### src/rtl/data_fifo.sv
// Elastic FIFO behind a free-running, non-stallable data_t producer; overflowing words are dropped
// and flagged. Define DATA_FIFO_COUNT_EN to add the registered o_count occupancy port.

package data_fifo_pkg;
  typedef struct packed {
    logic [7:0] data;
  } data_t;
endpackage

module data_fifo
  import data_fifo_pkg::*;
#(
  parameter int DEPTH = 4
) (
  input  logic  i_clk,
  input  logic  i_rst_n,
  input  logic  i_flush,
  input  logic  i_valid,
  input  data_t i_a,
  output logic  o_valid,
  input  logic  i_ready,
  output data_t o_a,
  output logic  o_overflow
`ifdef DATA_FIFO_COUNT_EN
  ,
  output logic [$clog2(DEPTH):0] o_count
`endif
);

  localparam int AW = $clog2(DEPTH);
  localparam int PW = AW + 1;

  data_t         mem_q [DEPTH];
  data_t         mem_d [DEPTH];
  logic [PW-1:0] wr_ptr_q, wr_ptr_d;
  logic [PW-1:0] rd_ptr_q, rd_ptr_d;
  logic          overflow_q, overflow_d;

  logic empty, full, push, pop, drop;

  // The extra pointer MSB separates the full case from the empty case when the indices match.
  always_comb begin
    empty = (wr_ptr_q == rd_ptr_q);
    full  = (wr_ptr_q[AW-1:0] == rd_ptr_q[AW-1:0]) && (wr_ptr_q[AW] != rd_ptr_q[AW]);
    pop   = !empty && i_ready;
    push  = i_valid && (!full || pop);
    drop  = i_valid && full && !pop;
  end

  // NOTE: every signal assigned in always_comb gets a default first, so no path infers a latch.
  always_comb begin
    mem_d      = mem_q;
    wr_ptr_d   = wr_ptr_q;
    rd_ptr_d   = rd_ptr_q;
    overflow_d = overflow_q;
    if (i_flush) begin
      wr_ptr_d   = '0;
      rd_ptr_d   = '0;
      overflow_d = 1'b0;
    end else begin
      if (push) begin
        mem_d[wr_ptr_q[AW-1:0]] = i_a;
        wr_ptr_d                = wr_ptr_q + PW'(1);
      end
      if (pop) rd_ptr_d = rd_ptr_q + PW'(1);
      if (drop) overflow_d = 1'b1;
    end
  end

  // NOTE: the storage array is reset too, so o_a reads as zero straight out of reset.
  always_ff @(posedge i_clk or negedge i_rst_n) begin
    if (!i_rst_n) begin
      for (int i = 0; i < DEPTH; i++) mem_q[i] <= '0;
      wr_ptr_q   <= '0;
      rd_ptr_q   <= '0;
      overflow_q <= 1'b0;
    end else begin
      // NOTE: sequential state uses non-blocking assignment so all flops update together.
      mem_q      <= mem_d;
      wr_ptr_q   <= wr_ptr_d;
      rd_ptr_q   <= rd_ptr_d;
      overflow_q <= overflow_d;
    end
  end

  assign o_valid    = !empty;
  assign o_a        = mem_q[rd_ptr_q[AW-1:0]];
  assign o_overflow = overflow_q;

`ifdef DATA_FIFO_COUNT_EN
  logic [PW-1:0] count_q, count_d;
  logic [PW-1:0] ptr_diff;

  always_comb begin
    count_d = count_q;
    if (i_flush) begin
      count_d = '0;
    end else begin
      case ({push, pop})
        2'b10:   count_d = count_q + PW'(1);
        2'b01:   count_d = count_q - PW'(1);
        default: count_d = count_q;
      endcase
    end
  end

  always_ff @(posedge i_clk or negedge i_rst_n) begin
    if (!i_rst_n) count_q <= '0;
    else          count_q <= count_d;
  end

  // The counter is a cheaper-to-read copy of the pointer difference; both must always agree.
  assign ptr_diff = wr_ptr_q - rd_ptr_q;
  always_ff @(posedge i_clk) begin
    if (i_rst_n) assert (count_q == ptr_diff);
  end

  assign o_count = count_q;
`endif

endmodule

### config.mk
export PLATFORM = sky130hd
export DESIGN_NAME = data_fifo
export DESIGN_NICKNAME = d
export VERILOG_FILES = /design/src/rtl/data_fifo.sv
export SDC_FILE = /design/constraint.sdc
export NUM_CORES = 1
export LEC_CHECK = 0
export BUFFER_PORTS_ARGS = -buffer_cell sky130_fd_sc_hd__buf_2
export CELL_PAD_IN_SITES_DETAIL_PLACEMENT = 1
export CELL_PAD_IN_SITES_GLOBAL_PLACEMENT = 1
export CORE_ASPECT_RATIO = 1.75
export CORE_MARGIN = 2
export CORE_UTILIZATION = 35
export CTS_CLUSTER_SIZE = 14
export DETAILED_ROUTE_END_ITERATION = 7
export GPL_TIMING_DRIVEN = 0
export PLACE_DENSITY_LB_ADDON = 0.15
export SLEW_MARGIN = 20
export SYNTH_ARGS = -nofsm -noshare
export SYNTH_HDL_FRONTEND = slang
export SYNTH_SLANG_ARGS = --single-unit
### constraint.sdc
create_clock -name i_clk -period 5.1 [get_ports i_clk]
set_clock_uncertainty 0.05 [all_clocks]
set_input_delay 0.765 -clock i_clk [delete_from_list [all_inputs] [get_ports i_clk]]
set_output_delay 0.765 -clock i_clk [all_outputs]
set_load 0.005 [all_outputs]
==> flow_results.org <==
** Status
- Status :: completed

** Final layout
- Total Nets Final :: 170
- Number of antenna repair diodes :: 0
- Share of final-layout standard cells stronger than drive strength 1 :: 45.8%
- Area Overhead vs Synth :: 15.6%
- After filler insertion, the fill cell instance count of the layout stands at 598.

** Setup path
- Required time of the critical path :: 4.28 ns
- The setup path with the least slack is of type reg2out.
- Maximum net fanout on the critical path :: 10
- Kind of start point of the critical path :: register
- CP Data Arrival Time :: 1.57 ns
- Register-to-register setup slack :: 2.97 ns
- Setup crit end kind :: primary output

** Logic synthesis
- Proportion of netlist area held by the largest area contributor :: 47.9%
- Share of the yosys chip area belonging to registers :: 47.9%
- The cell area that synthesis handed to floorplanning was 0.00204 mm^2.
- Synthesis produced a netlist whose cell count is 124.
- In the post-synthesis netlist, the biggest area contributors are sky130_fd_sc_hd__dfrtp_1, sky130_fd_sc_hd__mux2_4, sky130_fd_sc_hd__mux4_1.
- Of all cell types, the one taking the most synthesized area is sky130_fd_sc_hd__dfrtp_1.
- The Yosys step of the flow raised 0 warnings.
- Distinct cell type count of the synthesized netlist :: 25
- After synthesis the netlist holds a flip-flop and latch count of 39.
- After synthesis, the mean cell area works out to 16.4 um^2.
- The number of nets in the synthesized netlist is 142.

** Timing
- Headroom to the max-slew limit came out at 42.1%.
- After routing, the total negative slack on setup checks comes to 0 ns.
- Setup violations remaining at the end of the flow were counted as 0.
- Slew at the pin with the worst max-slew slack :: 0.869 ns
- Setup repair after global routing left no endpoint under its margin.
- Minimum clock period after layout :: 2.39 ns
- The final max-slew violation count was 0.
- The final count of hold timing violations is 0.
- Max Fclk :: 0.418 GHz
- Final critical-path share of the clock period :: 46.9%

** Power
- Summed over all cells, the static leakage comes to 1.17 nW.
- Portion of total power attributed to combinational logic :: 28.8%
- Pwr/cell area :: 418 mW/mm^2
- The analysis attributes to net switching a power of 0.000254 W.
- Share of total power in the clock network :: 27.3%
- Cell internal pwr :: 0.000732 W
- Total power for the finished layout comes to 0.000986 W.
- The share of total power dissipated in sequential elements is 43.9%.
- In this run switching power makes up 25.8% of total power.
- The worst-case IR drop observed on VDD is 0.166 mV.

** GRT
- The number of global-route vias before repair was 1292.
- Global routing consumed, over all layers together, 14.3% of the routing resources.
- Global routing finished with a remaining overflow of 0.
- The initial antenna violation count is 0.
- Entering global routing, the biggest net connects 40 pins.
- The first global-routing pass estimated 6680 um of wire.

** Clock tree
- The number of hold buffers added after CTS was 0.
- Clock Latency Late Sink :: 0.29 ns
- Post-CTS Setup Repair Bufs :: 0
- Clock tree synthesis inserted a total of 5 buffers.
- Number of H-tree levels :: 2
- After clock tree synthesis, the repair step resized 0 gates.
- The tree is rooted in a sky130_fd_sc_hd__clkbuf_8.
- TritonCTS built the clock tree.
- No sink is reached through more buffers than the 2 on the longest clock path.
- The tree built by TritonCTS fans out to 39 sinks.
- After clock tree synthesis, the clock-pin slew on the worst setup and hold paths is 0.07 ns.

** Routing
- The detailed router finished its first iteration with 67 violations.
- Routed WL :: 3970 um
- Detailed-routing iteration count for the pre-antenna-repair pass :: 3
- Vias per Instance :: 4.90
- Total via count after detailed routing :: 1122
- The detail route stage leaves a number of antenna-violating nets equal to 0.
- In the routed design, unresolved DRC markers number 0.
- In the final routed layout, each cell accounts on average for 17.3 um.

** Floorplanning
- The die is 105 um tall.
- Row generation in the floorplan step produced 36 rows.
- Boundary pin count :: 23
- The floorplan step set the die width to 61.7 um.
- Die Outline Area :: 0.00648 mm^2
- Initial cell density of the core :: 36.5%
- Core Region :: 0.00559 mm^2

** Place
- Number of buffers inserted by port buffering :: 21
- Placer Congestion :: 0.707
- Hpwl dp :: 2840 um

** Flow run
- Max-cap violations in this run came to 0.

** Min path
- The worst hold path belongs to the class reg2reg.
worst max-delay path, cell delays in order, from the launching register on:
cell	delay [ns]
sky130_fd_sc_hd__dfrtp_1	0.38
sky130_fd_sc_hd__buf_6	0.19
sky130_fd_sc_hd__mux4_1	0.57
sky130_fd_sc_hd__buf_2	0.14
cells in the mapped netlist:
cell type	count
sky130_fd_sc_hd__nor2b_1	1
sky130_fd_sc_hd__or3_1	1
sky130_fd_sc_hd__a31oi_1	1
sky130_fd_sc_hd__buf_1	1
sky130_fd_sc_hd__a21oi_1	2
sky130_fd_sc_hd__or4_4	1
sky130_fd_sc_hd__xnor2_1	2
sky130_fd_sc_hd__o31ai_1	1
sky130_fd_sc_hd__o21ai_0	1
sky130_fd_sc_hd__xor2_1	4
sky130_fd_sc_hd__o41ai_1	1
sky130_fd_sc_hd__o311ai_0	1
sky130_fd_sc_hd__buf_6	3
sky130_fd_sc_hd__mux2_4	32
sky130_fd_sc_hd__nand3_4	4
sky130_fd_sc_hd__ha_1	5
sky130_fd_sc_hd__inv_1	3
sky130_fd_sc_hd__mux2i_1	1
sky130_fd_sc_hd__xor2_2	1
sky130_fd_sc_hd__dfrtp_1	39
sky130_fd_sc_hd__nand3_1	1
sky130_fd_sc_hd__nor2_1	7
sky130_fd_sc_hd__mux4_1	8
sky130_fd_sc_hd__nand2_1	2
sky130_fd_sc_hd__clkbuf_1	1
flip-flops by register name, summed over array words and instances, names as in the netlist:
register,cells
mem_q,32
rd_ptr_q,3
wr_ptr_q,3
o_overflow,1
layer usage:
layer	vias up	global-route usage (%)	wire length [um]
met5	-	0	0
met4	0	5.02	68
met3	7	3.84	122
met2	21	23.4	2120
met1	586	17.4	1660
li1	508	-	-
area by class of cell:
class | instances | area, um^2 | area share (%)
multi-input combinational | 77 | 1010 | 42.9
sequential | 39 | 976 | 41.4
timing repair buffer | 21 | 105 | 4.46
tap | 76 | 95.1 | 4.03
clock buffer | 6 | 82.6 | 3.50
buffer | 5 | 41.3 | 1.75
clock inverter | 2 | 35.0 | 1.49
inverter | 3 | 11.3 | 0.478
cells in the final DEF (no fill, tap or decap), drive strengths merged:
master / netlist / layout
a21oi: 2 / 2
a31oi: 1 / 1
buf: 4 / 25
bufinv: 0 / 1
clkbuf: 1 / 7
clkinv: 0 / 1
dfrtp: 39 / 39
ha: 5 / 5
inv: 3 / 3
mux2: 32 / 32
mux2i: 1 / 1
mux4: 8 / 8
nand2: 2 / 2
nand3: 5 / 5
nor2: 7 / 7
nor2b: 1 / 1
o21ai: 1 / 1
o311ai: 1 / 1
o31ai: 1 / 1
o41ai: 1 / 1
or3: 1 / 1
or4: 1 / 1
xnor2: 2 / 2
xor2: 5 / 5
worst paths after layout:
kind                              end  cells past startpoint         from
max                            o_a[7]                      3  rd_ptr_q[0]
min                        o_overflow                      2   o_overflow
max reg2reg                 mem_q[24]                      6  rd_ptr_q[1]
min reg2reg                o_overflow                      2   o_overflow
max in group asynchronous    mem_q[3]                      1      i_rst_n
min in group asynchronous    mem_q[2]                      1      i_rst_n
power by group through the flow:
stage               logic (W)  registers [W]  clock network [W]
floorplan            0.000217       0.000421                  0
global placement     0.000278       0.000430                  0
detailed placement   0.000289       0.000439                  0
CTS                  0.000290       0.000434           0.000280
global route         0.000310       0.000442           0.000293
finish               0.000284       0.000433           0.000269
through the flow:
| step | cell area (um^2) | setup WS (ns) | hold slack (ns) | instances | utilization, % |
|---|---|---|---|---|---|
| 2_1_floorplan | 2040 | 3.01 | 0.419 | 124 | - |
| 4_1_cts | 2360 | 2.69 | 0.460 | 229 | 42.2 |
| 3_3_place_gp | 2240 | 2.82 | 0.432 | 221 | 40.1 |
| 5_1_grt | 2360 | 2.66 | 0.477 | 229 | 42.2 |
| 6_report | 2360 | 2.71 | 0.455 | 229 | 42.2 |
| 3_5_place_dp | 2240 | 2.78 | 0.441 | 221 | 40.1 |
kinds of logic (layout without fill, tap and decap cells):
logic type	count (synthesis)	after routing	synth area share [%]
AOI/OAI and AO/OA	7	7	2.27
xor gates and xnor gates	7	7	3.37
adders and majority gates	5	5	3.07
buffers and inverters	8	37	2.58
DFF	39	39	47.9
muxes	41	41	34.4
and+or+nand+nor	17	17	6.50
No activity file was read; power rests on OpenSTA's default activity.
